File: config.mk
export PLATFORM = sky130hd
export DESIGN_NAME = color_balance_pipe
export DESIGN_NICKNAME = d
export VERILOG_FILES = /design/src/rtl/color_balance_pipe.sv
export SDC_FILE = /design/constraint.sdc
export NUM_CORES = 1
export LEC_CHECK = 0
export ABC_CLOCK_PERIOD_IN_PS = 8590
export CAP_MARGIN = 10
export CORE_ASPECT_RATIO = 0.5
export CORE_MARGIN = 2
export CORE_UTILIZATION = 57
export DETAILED_ROUTE_END_ITERATION = 8
export PLACE_DENSITY = 0.91
export SKIP_CTS_REPAIR_TIMING = 1
export SLEW_MARGIN = 5
export SYNTH_ARGS = -nofsm -noshare
export SYNTH_HDL_FRONTEND = slang
export SYNTH_SLANG_ARGS = --single-unit
export TNS_END_PERCENT = 10
File: constraint.sdc
create_clock -name clk -period 8.59 [get_ports clk]
set_clock_uncertainty 0.1 [all_clocks]
set_input_delay 1.718 -clock clk [delete_from_list [all_inputs] [get_ports clk]]
set_output_delay 1.718 -clock clk [all_outputs]
set_load 0.01 [all_outputs]
File: src/rtl/color_balance_pipe.sv
// color_balance_pipe: per-channel RGB gain with round-half-up and saturation, gains committed at frame_start.
// Define COLOR_BALANCE_STATS_EN to build the per-frame channel-sum statistics unit.
module color_balance_pipe #(
    parameter int DATA_W = 8,
    parameter int GAIN_W = 10,
    parameter int FRAC_W = 6,
    parameter int SUM_W  = 32
) (
    input  logic                clk,
    input  logic                reset,
    input  logic [3*DATA_W-1:0] rgb_in,
    input  logic                rgb_in_valid,
    input  logic                frame_start,
    input  logic [GAIN_W-1:0]   gain_r,
    input  logic [GAIN_W-1:0]   gain_g,
    input  logic [GAIN_W-1:0]   gain_b,
    input  logic                gain_load,
    output logic [3*DATA_W-1:0] rgb_out,
    output logic                rgb_out_valid,
    output logic                gain_pending,
    output logic [SUM_W-1:0]    stat_sum_r,
    output logic [SUM_W-1:0]    stat_sum_g,
    output logic [SUM_W-1:0]    stat_sum_b,
    output logic                stat_valid
);
    localparam int PW = DATA_W + GAIN_W;
    typedef enum logic {IDLE, PENDING} state_e;
    state_e              state_q, state_d;
    logic [GAIN_W-1:0]   act_q [3];
    logic [GAIN_W-1:0]   act_d [3];
    logic [GAIN_W-1:0]   pend_q [3];
    logic [GAIN_W-1:0]   pend_d [3];
    logic [GAIN_W-1:0]   gin [3];
    logic [DATA_W-1:0]   pix [3];
    logic [DATA_W-1:0]   res [3];
    logic [PW:0]         q [3];
    logic [PW-1:0]       p_q [3];
    logic                v1_q, v2_q;
    logic [3*DATA_W-1:0] out_q;
    assign gin[0] = gain_r;
    assign gin[1] = gain_g;
    assign gin[2] = gain_b;
    assign gain_pending  = (state_q == PENDING);
    assign rgb_out       = out_q;
    assign rgb_out_valid = v2_q;
    // act_d doubles as the gain seen by the pixel sampled this cycle
    always_comb begin
        state_d = state_q;
        act_d   = act_q;
        pend_d  = pend_q;
        if (gain_load) begin
            pend_d  = gin;
            state_d = PENDING;
        end
        if (frame_start) begin
            state_d = IDLE;
            if (gain_load) act_d = gin;
            else if (state_q == PENDING) act_d = pend_q;
        end
    end
    always_comb begin
        for (int c = 0; c < 3; c++) begin
            pix[c] = rgb_in[(2-c)*DATA_W +: DATA_W];
            q[c]   = ({1'b0, p_q[c]} + (PW+1)'(1 << (FRAC_W-1))) >> FRAC_W;
            res[c] = |q[c][PW:DATA_W] ? '1 : q[c][DATA_W-1:0];
        end
    end
    always_ff @(posedge clk) begin
        if (reset) begin
            state_q <= IDLE;
            v1_q    <= 1'b0;
            v2_q    <= 1'b0;
            out_q   <= '0;
            for (int c = 0; c < 3; c++) begin
                act_q[c]  <= GAIN_W'(1 << FRAC_W);
                pend_q[c] <= GAIN_W'(1 << FRAC_W);
                p_q[c]    <= '0;
            end
        end else begin
            state_q <= state_d;
            act_q   <= act_d;
            pend_q  <= pend_d;
            v1_q    <= rgb_in_valid;
            v2_q    <= v1_q;
            out_q   <= v1_q ? {res[0], res[1], res[2]} : '0;
            for (int c = 0; c < 3; c++) p_q[c] <= PW'(pix[c]) * PW'(act_d[c]);
        end
    end
`ifdef COLOR_BALANCE_STATS_EN
    logic [SUM_W-1:0] acc_q [3];
    logic [SUM_W-1:0] acc_d [3];
    logic [SUM_W-1:0] sum_q [3];
    logic [SUM_W:0]   add [3];
    logic             sv_q;
    always_comb begin
        for (int c = 0; c < 3; c++) begin
            add[c]   = {1'b0, acc_q[c]} + (SUM_W+1)'(pix[c]);
            acc_d[c] = frame_start ? (rgb_in_valid ? SUM_W'(pix[c]) : '0) :
                       rgb_in_valid ? (add[c][SUM_W] ? '1 : add[c][SUM_W-1:0]) : acc_q[c];
        end
    end
    always_ff @(posedge clk) begin
        if (reset) begin
            sv_q <= 1'b0;
            for (int c = 0; c < 3; c++) begin
                acc_q[c] <= '0;
                sum_q[c] <= '0;
            end
        end else begin
            sv_q  <= frame_start;
            acc_q <= acc_d;
            if (frame_start) sum_q <= acc_q;
        end
    end
    assign stat_sum_r = sum_q[0];
    assign stat_sum_g = sum_q[1];
    assign stat_sum_b = sum_q[2];
    assign stat_valid = sv_q;
`else
    assign stat_sum_r = '0;
    assign stat_sum_g = '0;
    assign stat_sum_b = '0;
    assign stat_valid = 1'b0;
`endif
endmodule
==> results of run 1 <==
==> through the flow <==
step	setup slack, ns	std cells	hold slack (ns)	utilization [%]	area, um2
2_1_floorplan	1.51	1532	0.342	-	13300
3_3_place_gp	1.01	1808	0.356	62.7	13800
3_5_place_dp	0.846	1808	0.365	62.7	13800
4_1_cts	1.22	1840	0.383	65.5	14400
5_1_grt	0.867	1841	0.424	65.5	14400
6_report	1.12	1842	0.383	65.5	14400
==> state kept, by name, summed over array words and instances, names as in the netlist <==
signal         count
p_q               39
act_q             30
pend_q            30
rgb_out           24
gain_pending       1
rgb_out_valid      1
v1_q               1
==> layout make-up <==
class,instances,area (um2)
well taps,300,375
diodes,2,5.00
inverters,185,694
fillers,1621,7580
multi-input cells,1096,9210
repair buffers,101,961
flip-flops and latches,126,2520
clock buffers,17,425
clock inverters,15,190
==> per-layer routing <==
layer / share of wire, % / track usage (%) / routed length (um) / vias to the layer above
li1: - / - / - / 4629
met1: 42 / 30.2 / 12100 / 4862
met2: 49 / 42.0 / 14100 / 403
met3: 6.6 / 4.77 / 1910 / 79
met4: 2.9 / 10.4 / 831 / 0
met5: 0 / 0 / 0 / -
==> worst min-delay path: stages, from the launching register on <==
cell                       delay [ns]
sky130_fd_sc_hd__dfxtp_1         0.31
sky130_fd_sc_hd__mux2i_1         0.08
sky130_fd_sc_hd__nand2b_1        0.07
==> power groups by stage <==
stage          logic (mW)  clock network, mW  registers [mW]
2_1_floorplan       0.948                  0           0.731
4_1_cts              1.24              0.748           0.726
6_report             1.25              0.745           0.726
3_3_place_gp         1.17                  0           0.733
5_1_grt              1.41              0.778           0.738
3_5_place_dp         1.21                  0           0.737
==> logic make-up after synthesis <==
| group | share of synthesized area [%] |
|---|---|
| xor+xnor | 3.32 |
| mux | 2.79 |
| compound gates | 9.15 |
| flops | 19.5 |
| other cells | 0.0290 |
| fa+ha+maj | 32.3 |
| buf+inv | 11.9 |
| simple gates | 20.9 |
==> cells in the mapped netlist, drive strengths merged (7+ instances only) <==
cell type	n
xor2	18
fa	141
o22ai	8
mux2i	30
a21oi	79
and3	23
nor2	122
a211oi	7
a21o	14
nand3	21
nor3	18
and2	48
a31oi	9
clkbuf	20
xnor2	31
nand2	31
ha	108
o21ai	15
nor2b	165
nand2b	30
inv	185
buf	105
dfxtp	126
o21a	8
==> path summary, 6_finish.rpt <==
kind | from | to | cells after the start
setup / recovery | gain_load | p_q[0][35]$_SDFF_PP0_ | 19
hold / removal | pend_q[16]$_SDFFE_PP1P_ | pend_q[16]$_SDFFE_PP1P_ | 2
setup reg to reg | gain_pending$_SDFFE_PP0P_ | p_q[0][35]$_SDFF_PP0_ | 18
hold reg to reg | pend_q[16]$_SDFFE_PP1P_ | pend_q[16]$_SDFFE_PP1P_ | 2
==> layout by cell type, fill, tap and decap left out, types with 9 or more instances in the layout <==
cell type / count
sky130_fd_sc_hd__conb_1: 97
sky130_fd_sc_hd__dfxtp_1: 126
sky130_fd_sc_hd__nand2_1: 31
sky130_fd_sc_hd__mux2i_1: 30
sky130_fd_sc_hd__a31oi_1: 9
sky130_fd_sc_hd__o21ai_0: 10
sky130_fd_sc_hd__clkdlybuf4s50_1: 82
sky130_fd_sc_hd__xnor2_1: 31
sky130_fd_sc_hd__buf_4: 18
sky130_fd_sc_hd__xor2_1: 18
sky130_fd_sc_hd__inv_1: 185
sky130_fd_sc_hd__ha_1: 108
sky130_fd_sc_hd__and2_1: 48
sky130_fd_sc_hd__nor2_1: 122
sky130_fd_sc_hd__a21o_1: 14
sky130_fd_sc_hd__nor3_1: 18
sky130_fd_sc_hd__fa_1: 141
sky130_fd_sc_hd__clkbuf_16: 17
sky130_fd_sc_hd__nand2b_1: 30
sky130_fd_sc_hd__a21oi_1: 79
sky130_fd_sc_hd__and3_1: 23
sky130_fd_sc_hd__nand3_1: 21
sky130_fd_sc_hd__nor2b_1: 165
==> out/summary.md, run 1 <==
The floorplan step set the die height to 110 um. In the final timing run, aggregate negative setup slack is 0 ns. The average vias per placed instance was 5.41; the switching part of the total was 40.5%. Counting flops with a built-in enable in the synthesized netlist gives 0.

Cell with the biggest individual delay on the critical path: sky130_fd_sc_hd__o21ai_2. The internal power of the cells totals 1.62 mW. The warning count from the yosys run is 0, and the fraction of layout cells with a size suffix above 1 is 4.87%. The count of nets left with antenna violations once routing finished came out at 0.

The logs give 0.000139 V for the maximum vdd drop and 19.5% for the sequential-to-total area share from yosys stat. The count of buffers added on input and output ports is 84. The worst endpoint required time was 8.76 ns. The number of global-route vias before repair was 9843; the fraction of power consumed by combinational cells was 46.0%. The highest fanout seen on the critical path was 23.

In this run the power spent charging and discharging nets is 1.10 mW. For this run, asynchronously set or reset flops after synthesis account for 0%. The final max-slew violation count is 0. The minimum clock period works out to 7.47 ns.

182 I/O pins were placed. STA classifies the critical path endpoint as a flip-flop. The worst-case headroom to the max-slew limit was 17.9%; the die span in x was 217 um. After layout, the design draws a total of 2.73 mW. The post-route DRC violation count came out at 0.

Entering global routing, the biggest net connects 97 pins. The mapped cell area came out at 0.0129 mm2. For the post-detailed-placement half-perimeter wirelength, the log shows 21100 um.

For this block, the via count after detailed routing is 9973. The starting density of the core came out at 58.8%. The flip-flop cell with the highest count after synthesis is sky130_fd_sc_hd__dfxtp_1.

The slew of the pin with the lowest slew margin is 1.23 ns. The critical path class was in2reg. For the maximum number of buffers from clock root to sink, the log shows 2. Counting flops and latches in the post-synthesis netlist gives 126.

The fraction of power consumed by sequential logic is 26.6%, and the number of clock sinks is 126. After floorplanning, the core was sized to cover 0.0220 mm2. Clock latency on the worst-skew pair, taken at its later pin, is 0.44 ns. For this design the static power due to leakage is 6.90 nW. The final-report hold violation count is 0, and the portion of synthesized cell area occupied by the leading cell type is 21.9%.

TritonCTS built the clock tree. The initialized floorplan defines 38 standard-cell rows. Setup violations remaining at the end of the flow were counted as 0. Setup repair after global routing left no endpoint under its margin. At the worst endpoint, the arrival time is 7.63 ns. Global-route wire length before repair: 47600 um.

The startpoint type of the worst setup path is an input pin. The tools report the number of levels the H-tree was split into as 4. The root buffer cell was sky130_fd_sc_hd__clkbuf_16. After global routing the overflow that remains totals 0. For the first-iteration detailed-routing DRC count, the log shows 764.

sky130_fd_sc_hd__fa_1 takes more of the synthesized area than any other cell. In this run, distinct cell masters in the synthesized netlist total 75. Static timing analysis puts the maximum clock frequency at 0.134 GHz.

TritonCTS created 17 clock buffers. The number of buffers and inverters on the critical path is 3. At the end of routability-driven placement, the weighted congestion stood at 0.883. Final cycle utilization of the critical path: 86.9%. Initial antenna violation count: 2. Traced cell by cell, the critical path runs through buf_2, o21ai_2, nor2_1, a21oi_1, nor2b_1, fa_1, fa_1, fa_1, inv_1, fa_1, inv_1, ha_1, and2_1, a21oi_1, o21ai_0, a311o_1, a21oi_1, a21bo_2, a21oi_1. A synthesized cell averages 8.99 um2.

The die area was 0.0239 mm2. For this run, the post-layout net count is 1835. The clock transition at the registers of the reported paths works out to 0.07 ns. The tools report the global routing usage summed across all routing layers as 24.5%. The routed design has 28900 um of wire. In this run the register-to-register setup slack is 1.91 ns. The cell family contributing the most delay on the critical path was compound AO/OA/AOI/OAI gates. Max-cap violations in this run came to 0. The first TritonRoute pass finished after 6 iterations. Ranked by total cell area, the synthesized netlist is headed by sky130_fd_sc_hd__fa_1, sky130_fd_sc_hd__dfxtp_1, sky130_fd_sc_hd__ha_1. The cell count after synthesis came out at 1436.

From synthesis to final layout, the design area changed by 11.4%. The clock network accounts for 27.3% of the total power. The flow ran to the end, and the final reports show no timing, DRC or antenna violations. The class of the tightest hold or removal check is reg2reg. The routed wire length per instance came out at 15.7 um.

The largest stage delay on the critical path is 0.78 ns. The power per cell area came out at 189 mW/mm2.
(Power assumes the default switching activity.)
==> inputs of run 2 (changes only) <==
--- a/config.mk
+++ b/config.mk
@@ -5,13 +5,13 @@
 export SDC_FILE = /design/constraint.sdc
 export NUM_CORES = 1
 export LEC_CHECK = 0
-export ABC_CLOCK_PERIOD_IN_PS = 8590
+export ABC_CLOCK_PERIOD_IN_PS = 9300
 export CAP_MARGIN = 10
 export CORE_ASPECT_RATIO = 0.5
 export CORE_MARGIN = 2
-export CORE_UTILIZATION = 57
+export CORE_UTILIZATION = 60
 export DETAILED_ROUTE_END_ITERATION = 8
-export PLACE_DENSITY = 0.91
+export PLACE_DENSITY = 0.95
 export SKIP_CTS_REPAIR_TIMING = 1
 export SLEW_MARGIN = 5
 export SYNTH_ARGS = -nofsm -noshare
==> constraint.sdc (replaced) <==
create_clock -name clk -period 9.3 [get_ports clk]
set_clock_uncertainty 0.1 [all_clocks]
set_input_delay 1.86 -clock clk [delete_from_list [all_inputs] [get_ports clk]]
set_output_delay 1.86 -clock clk [all_outputs]
set_load 0.01 [all_outputs]
==> out/summary.md, run 2 (synthesis results as in run 1) <==
The worst-case headroom to the max-slew limit was 25.1% (+7.2 points). The overall power is 2.49 mW (-8.6%), and the final hold slack is 0.392 ns (+0.00846 ns). For the setup TNS, the log shows 0 ns (unchanged). The post-route DRC violation count was 0 (unchanged). Maximum number of pins on one net before global-route repair: 84 (-13%). The global-route congestion overflow total was 0 (unchanged).

The run gives 0.0143 mm2 (-0.93%) as the final cell area excluding filler cells. The worst setup path is captured at a flip-flop. The core occupancy in the finished layout was 68.4% (+2.9 points); the die span in x was 211 um (-2.5%). The logs give 0 (unchanged) for the count of endpoints failing setup in the final report and 6 (unchanged) for the iteration count of the initial detailed-routing pass.

Number of I/O pins: 182 (unchanged). The run gives 0 (-2) as the total inserted antenna cells. Hold path startpoint: pend_q[5]$_SDFFE_PP0P_. Number of global-route vias before repair: 10100 (+2.4%). The startpoint type of the worst setup path was an input pin. The tools report the number of levels the H-tree was split into as 4 (unchanged).

The core area is 0.0208 mm2 (-5.2%), and the worst endpoint required time is 9.50 ns (+0.74 ns). The final RePlAce weighted congestion is 0.889 (+0.67%), and the final cycle utilization of the critical path is 84.0%. The area growth from synthesis to layout is 10.4%.

The final-report hold violation count was 0 (unchanged); the final max-slew violation count was 0 (unchanged). The aggregate routed wire length is 29200 um (+1.0%). The critical path is of the in2reg type. The average vias per placed instance was 5.52 (+2.0%).

The global-route wire length before repair was 48200 um (+1.4%). The critical path goes through clkdlybuf4s50_1, buf_4, o21ai_2, buf_4, nor2_1, a21oi_1, nor2b_1, fa_1, fa_1, fa_1, inv_1, fa_1, inv_1, ha_1, and2_1, a21oi_1, o21ai_0, a311o_1, a21oi_1, a21bo_2, a21oi_1. Cell with the biggest individual delay on the critical path: sky130_fd_sc_hd__a21oi_1. The highest fanout seen on the critical path was 25 (+8.7%); the count of vias placed by the detailed router was 9976 (+0.030%). The power per cell area is 175 mW/mm2 (-7.8%). The number of flip-flops in the largest register was 39 (unchanged); the cell area after placement was 0.0137 mm2 (-0.63%). The insertion delay of the later-clocked pin in the worst-skew pair was 0.43 ns (about the same); the clock transition at the registers of the reported paths was 0.06 ns (about the same). The logs give 0.128 GHz for the highest clock rate and 0.0228 mm2 (-4.9%) for the die area. The final worst setup slack was 1.49 ns (+0.362 ns). The maximum vdd drop came out at 0.000121 V (-13%).

The global routing usage summed across all routing layers came out at 26.6% (+2.2 points). Class of the tightest hold or removal check: reg2reg. The flow ran to the end, and the final reports show no timing, DRC or antenna violations. The routed wire length per instance is 16.2 um (+3.0%).

The largest stage delay on the critical path is 0.59 ns (-0.19 ns), and the remaining number of nets flagged by the antenna check after routing is 0 (unchanged). Register with the highest flop count: p_q. The worst slack after detailed placement was 1.19 ns (+0.347 ns); the fraction of layout cells with a size suffix above 1 was 4.37% (-0.50 points).

The first-iteration detailed-routing DRC count is 842 (+10%), and the number of placement rows is 37 (-2.6%). The placed cell count is 1774 (-1.9%). TritonCTS built the clock tree. The logs give 2 (unchanged) for the maximum number of buffers from clock root to sink and 17 (unchanged) for the number of buffers inserted during clock tree synthesis. The tools report the initial antenna violation count as 0 (-2). The critical path starts at frame_start.

Post-detailed-placement half-perimeter wirelength: 22100 um (+4.8%). Leaving out fill and tap cells, the most frequent cells in the layout are sky130_fd_sc_hd__inv_1, sky130_fd_sc_hd__nor2b_1, sky130_fd_sc_hd__fa_1. Number of maximum-capacitance constraint violations: 0 (unchanged). Leaving out fill and tap cells, the most frequent cell in the layout is sky130_fd_sc_hd__inv_1. The launching point of the worst reg2reg path is gain_pending$_SDFFE_PP0P_.

In the final layout, the registers with the most flip-flops are p_q x39, act_q x30, pend_q x30. The tools report the total leakage power as 6.83 nW (-0.91%). The data arrival time of the critical path is 8.01 ns (+0.38 ns), and the slew of the pin with the lowest slew margin is 1.12 ns (-0.108 ns). The number of clock sinks is 126 (unchanged), and the minimum clock period is 7.81 ns.

The run gives 1828 (-0.38%) as the total number of nets in the final design. The starting density of the core is 62.0% (+3.2 points), and the y dimension of the die is 108 um (-2.4%). Setup repair after global routing left no endpoint under its margin. The tools report the root buffer cell as sky130_fd_sc_hd__clkbuf_16. The number of fillers in the final layout came out at 1469 (-9.4%). The count of input and output buffers is 84 (unchanged). For the count of placed standard cells in the final layout, fillers left out, the log shows 1806 (-2.0%).
==> run 2: worst paths after layout <==
| check | end | slack [ns] | cells after the start |
|---|---|---|---|
| min reg2reg | pend_q[5]$_SDFFE_PP0P_ | 0.39 | 2 |
| max reg2reg | p_q[0][35]$_SDFF_PP0_ | 2.57 | 19 |
| max | p_q[0][35]$_SDFF_PP0_ | 1.49 | 21 |
| min | pend_q[5]$_SDFFE_PP0P_ | 0.39 | 2 |
==> run 2: critical path, delay by kind of cell <==
family,cells,cell delay [ns]
compound gates,8,2.13
fa+ha+maj,5,2.50
simple gates,3,0.43
buf+inv,5,1.10
==> run 2: layout make-up <==
class                      count  area, um2  area share, %
clock buffer                  18        429           3.01
clock inverter                14        144           1.01
inverter                     185        694           4.87
multi-input combinational   1096       9210           64.6
sequential                   126       2520           17.7
tap                          273        342           2.40
timing repair buffer          94        908           6.37
==> run 2: routing by layer <==
metal / up-vias / GRT usage [%] / wire length, um
met1: 4807 / 33.0 / 11900
li1: 4607 / - / -
met5: - / 0 / 0
met2: 477 / 47.3 / 14300
met4: 0 / 8.70 / 774
met3: 85 / 4.84 / 2160
==> run 2: report_power, final <==
group	internal, mW	leakage, nW	total [mW]	switching (mW)
Combinational	0.488	5.53	1.16	0.673
Sequential	0.622	1.04	0.672	0.0508
Clock	0.377	0.269	0.657	0.280
Total	1.49	6.83	2.49	1.00
==> inputs of run 3 (changes only) <==
--- a/config.mk
+++ b/config.mk
@@ -5,13 +5,13 @@
 export SDC_FILE = /design/constraint.sdc
 export NUM_CORES = 1
 export LEC_CHECK = 0
-export ABC_CLOCK_PERIOD_IN_PS = 9300
+export ABC_CLOCK_PERIOD_IN_PS = 7500
 export CAP_MARGIN = 10
 export CORE_ASPECT_RATIO = 0.5
 export CORE_MARGIN = 2
-export CORE_UTILIZATION = 60
+export CORE_UTILIZATION = 57
 export DETAILED_ROUTE_END_ITERATION = 8
-export PLACE_DENSITY = 0.95
+export PLACE_DENSITY = 0.91
 export SKIP_CTS_REPAIR_TIMING = 1
 export SLEW_MARGIN = 5
 export SYNTH_ARGS = -nofsm -noshare
==> constraint.sdc (replaced) <==
create_clock -name clk -period 7.5 [get_ports clk]
set_clock_uncertainty 0.1 [all_clocks]
set_input_delay 1.5 -clock clk [delete_from_list [all_inputs] [get_ports clk]]
set_output_delay 1.5 -clock clk [all_outputs]
set_load 0.01 [all_outputs]
==> out/summary.md, run 3 (synthesis results as in run 1) <==
The post-detailed-placement half-perimeter wirelength was 22400 um (+1.1%); the number of levels the H-tree was split into was 4 (unchanged). The launching point of the worst reg2reg path was gain_pending$_SDFFE_PP0P_. The die area came out at 0.0239 mm2 (+5.1%). The aggregate routed wire length came out at 28800 um (-1.3%). The net switching power figure was 1.25 mW (+24%); the minimum clock period was 7.02 ns. The tools report the maximum number of pins on one net before global-route repair as 61 (-27%). Tracing the worst setup path back leads to its startpoint at frame_start. For the number of maximum-capacitance constraint violations, the log shows 0 (unchanged). The core occupancy in the finished layout came out at 66.1% (-2.3 points). The run finished with clean final reports.

The insertion delay of the later-clocked pin in the worst-skew pair is 0.44 ns (about the same), and the fraction of power consumed by sequential logic is 26.4% (-0.6 points). TritonCTS built the clock tree. The first-iteration detailed-routing DRC count was 738 (-12%).

The layout-stage area growth over the synthesis result is 12.5%. The logs give 0 (unchanged) for the remaining number of nets flagged by the antenna check after routing and 0 (unchanged) for the total inserted antenna cells. The switching part of the total was 39.8% (-0.58 points).

The register with the highest flop count is p_q. The run gives 0 (unchanged) as the global-route congestion overflow total. The worst slack after detailed placement was 0.261 ns (-0.932 ns). The critical path class was in2reg. Number of global-route vias before repair: 10200 (+1.4%). The total area of sequential cells was 0.00252 mm2 (unchanged); the final-report hold violation count was 0 (unchanged). The number of clock sinks was 126 (unchanged); the data arrival time of the critical path was 7.20 ns (-0.81 ns). Timing would allow up to 0.143 GHz.

The total leakage power was 6.98 nW (+2.2%). The number of flip-flops in the largest register is 39 (unchanged). For the setup TNS, the log shows 0 ns (unchanged). The core area is 0.0220 mm2 (+5.4%). The maximum number of buffers from clock root to sink is 2 (unchanged).

For the final worst setup slack, the log shows 0.485 ns (-1.00 ns). The final max-slew violation count was 0 (unchanged); the worst-case headroom to the max-slew limit was 21.1% (-3.9 points). The average vias per placed instance was 5.36 (-3.0%).

The number of buffers inserted during clock tree synthesis is 17 (unchanged), and the starting density of the core is 58.8% (-3.2 points). For the final RePlAce weighted congestion, the log shows 0.892 (+0.34%). The tools report the number of fillers in the final layout as 1598 (+8.8%). The tree is rooted in a sky130_fd_sc_hd__clkbuf_16. The highest fanout seen on the critical path works out to 18 (-28%). The power per cell area works out to 217 mW/mm2 (+24%). The tools report the fraction of power consumed by combinational cells as 46.2% (-0.4 points). The worst hold path begins at pend_q[5]$_SDFFE_PP0P_. The count of input and output buffers was 84 (unchanged); the iteration count of the initial detailed-routing pass was 7 (+1). The routed wire length per instance was 15.5 um (-4.2%). The library cell used most frequently in the layout, excluding fill and tap cells, is sky130_fd_sc_hd__inv_1. The count of vias placed by the detailed router was 9962 (-0.14%). The class of the tightest hold or removal check was reg2reg. The worst setup path is captured at a flip-flop. The tools report the maximum vdd drop as 0.000177 V (+46%).

Clock transition at the registers of the reported paths: 0.06 ns (about the same). STA classifies the critical path startpoint as an input pin. The clock share of power was 27.4% (+1.0 points); the global routing usage summed across all routing layers was 25.1% (-1.5 points). The area used by multi-input combinational logic came out at 0.00921 mm2 (unchanged). The initial antenna violation count came out at 0 (unchanged). Setup repair after global routing left no endpoint under its margin. The largest registers in the layout are p_q x39, act_q x30, pend_q x30. The slew of the pin with the lowest slew margin came out at 1.18 ns (+0.0589 ns). The top cell types in the final layout, fill and taps aside, are sky130_fd_sc_hd__inv_1, sky130_fd_sc_hd__nor2b_1, sky130_fd_sc_hd__fa_1. The run gives 7.68 ns (-1.82 ns) as the worst endpoint required time. The number of I/O pins was 182 (unchanged); the final cycle utilization of the critical path was 93.5%.

The total internal power is 1.90 mW (+28%), and the global-route wire length before repair is 49100 um (+1.8%). The tools report the count of endpoints failing setup in the final report as 0 (unchanged). The total number of nets in the final design is 1854 (+1.4%), and the y dimension of the die is 110 um (+2.5%).

The number of placement rows is 38 (+2.7%), and the die span in x is 217 um (+2.5%). The fraction of layout cells with a size suffix above 1 works out to 6.03% (+1.7 points). The post-route DRC violation count came out at 0 (unchanged).
run 3: power groups by stage:
| stage | combinational [mW] | sequential, mW | clock, mW |
|---|---|---|---|
| after floorplan | 1.09 | 0.837 | 0 |
| after global placement | 1.35 | 0.839 | 0 |
| after detailed placement | 1.41 | 0.844 | 0 |
| after CTS | 1.44 | 0.830 | 0.870 |
| after global routing | 1.64 | 0.842 | 0.904 |
| final | 1.45 | 0.830 | 0.861 |
run 3: cell type report:
class,instances,area share (%)
clock inverters,15,1.34
multi-input cells,1096,63.4
inverters,185,4.78
well taps,300,2.58
clock buffers,17,2.93
repair buffers,120,7.60
flip-flops and latches,126,17.4
run 3: metal layers:
metal  track usage (%)  vias to the layer above  routed length [um]
li1                  -                     4660                   -
met1              32.0                     4834               12100
met4              8.04                        0                 613
met2              43.3                      405               14100
met3              4.55                       63                1980
met5                 0                        -                   0
run 3: final timing paths:
check	to	slack, ns	cells past startpoint
worst min-delay path	pend_q[5]$_SDFFE_PP0P_	0.39	2
worst max register to register	p_q[0][35]$_SDFF_PP0_	1.49	19
worst min register to register	pend_q[5]$_SDFFE_PP0P_	0.39	2
worst max-delay path	p_q[0][35]$_SDFF_PP0_	0.48	21
run 3: through the flow:
stage	power [mW]	instances	hold slack, ns	instance area (um2)
4_1_cts	3.14	1859	0.393	14500
3_5_place_dp	2.26	1827	0.367	13900
2_1_floorplan	1.92	1532	0.342	13300
6_report	3.15	1859	0.391	14500
3_3_place_gp	2.18	1827	0.356	13900
5_1_grt	3.39	1859	0.416	14500
run 3: worst max-delay path, stage by stage:
cell and delay, ns:
sky130_fd_sc_hd__clkdlybuf4s50_1 0.55, sky130_fd_sc_hd__o21ai_2 0.14, sky130_fd_sc_hd__buf_4 0.26, sky130_fd_sc_hd__nor2_1 0.08
sky130_fd_sc_hd__a21oi_1 0.40, sky130_fd_sc_hd__buf_4 0.24, sky130_fd_sc_hd__nor2b_1 0.07, sky130_fd_sc_hd__fa_1 0.57
sky130_fd_sc_hd__fa_1 0.43, sky130_fd_sc_hd__fa_1 0.49, sky130_fd_sc_hd__inv_1 0.06, sky130_fd_sc_hd__fa_1 0.52
sky130_fd_sc_hd__inv_1 0.06, sky130_fd_sc_hd__ha_1 0.37, sky130_fd_sc_hd__a21o_1 0.19, sky130_fd_sc_hd__a21oi_1 0.25
sky130_fd_sc_hd__o21ai_0 0.21, sky130_fd_sc_hd__a311o_1 0.41, sky130_fd_sc_hd__a21oi_1 0.19, sky130_fd_sc_hd__a21bo_2 0.15
sky130_fd_sc_hd__a21oi_1 0.06
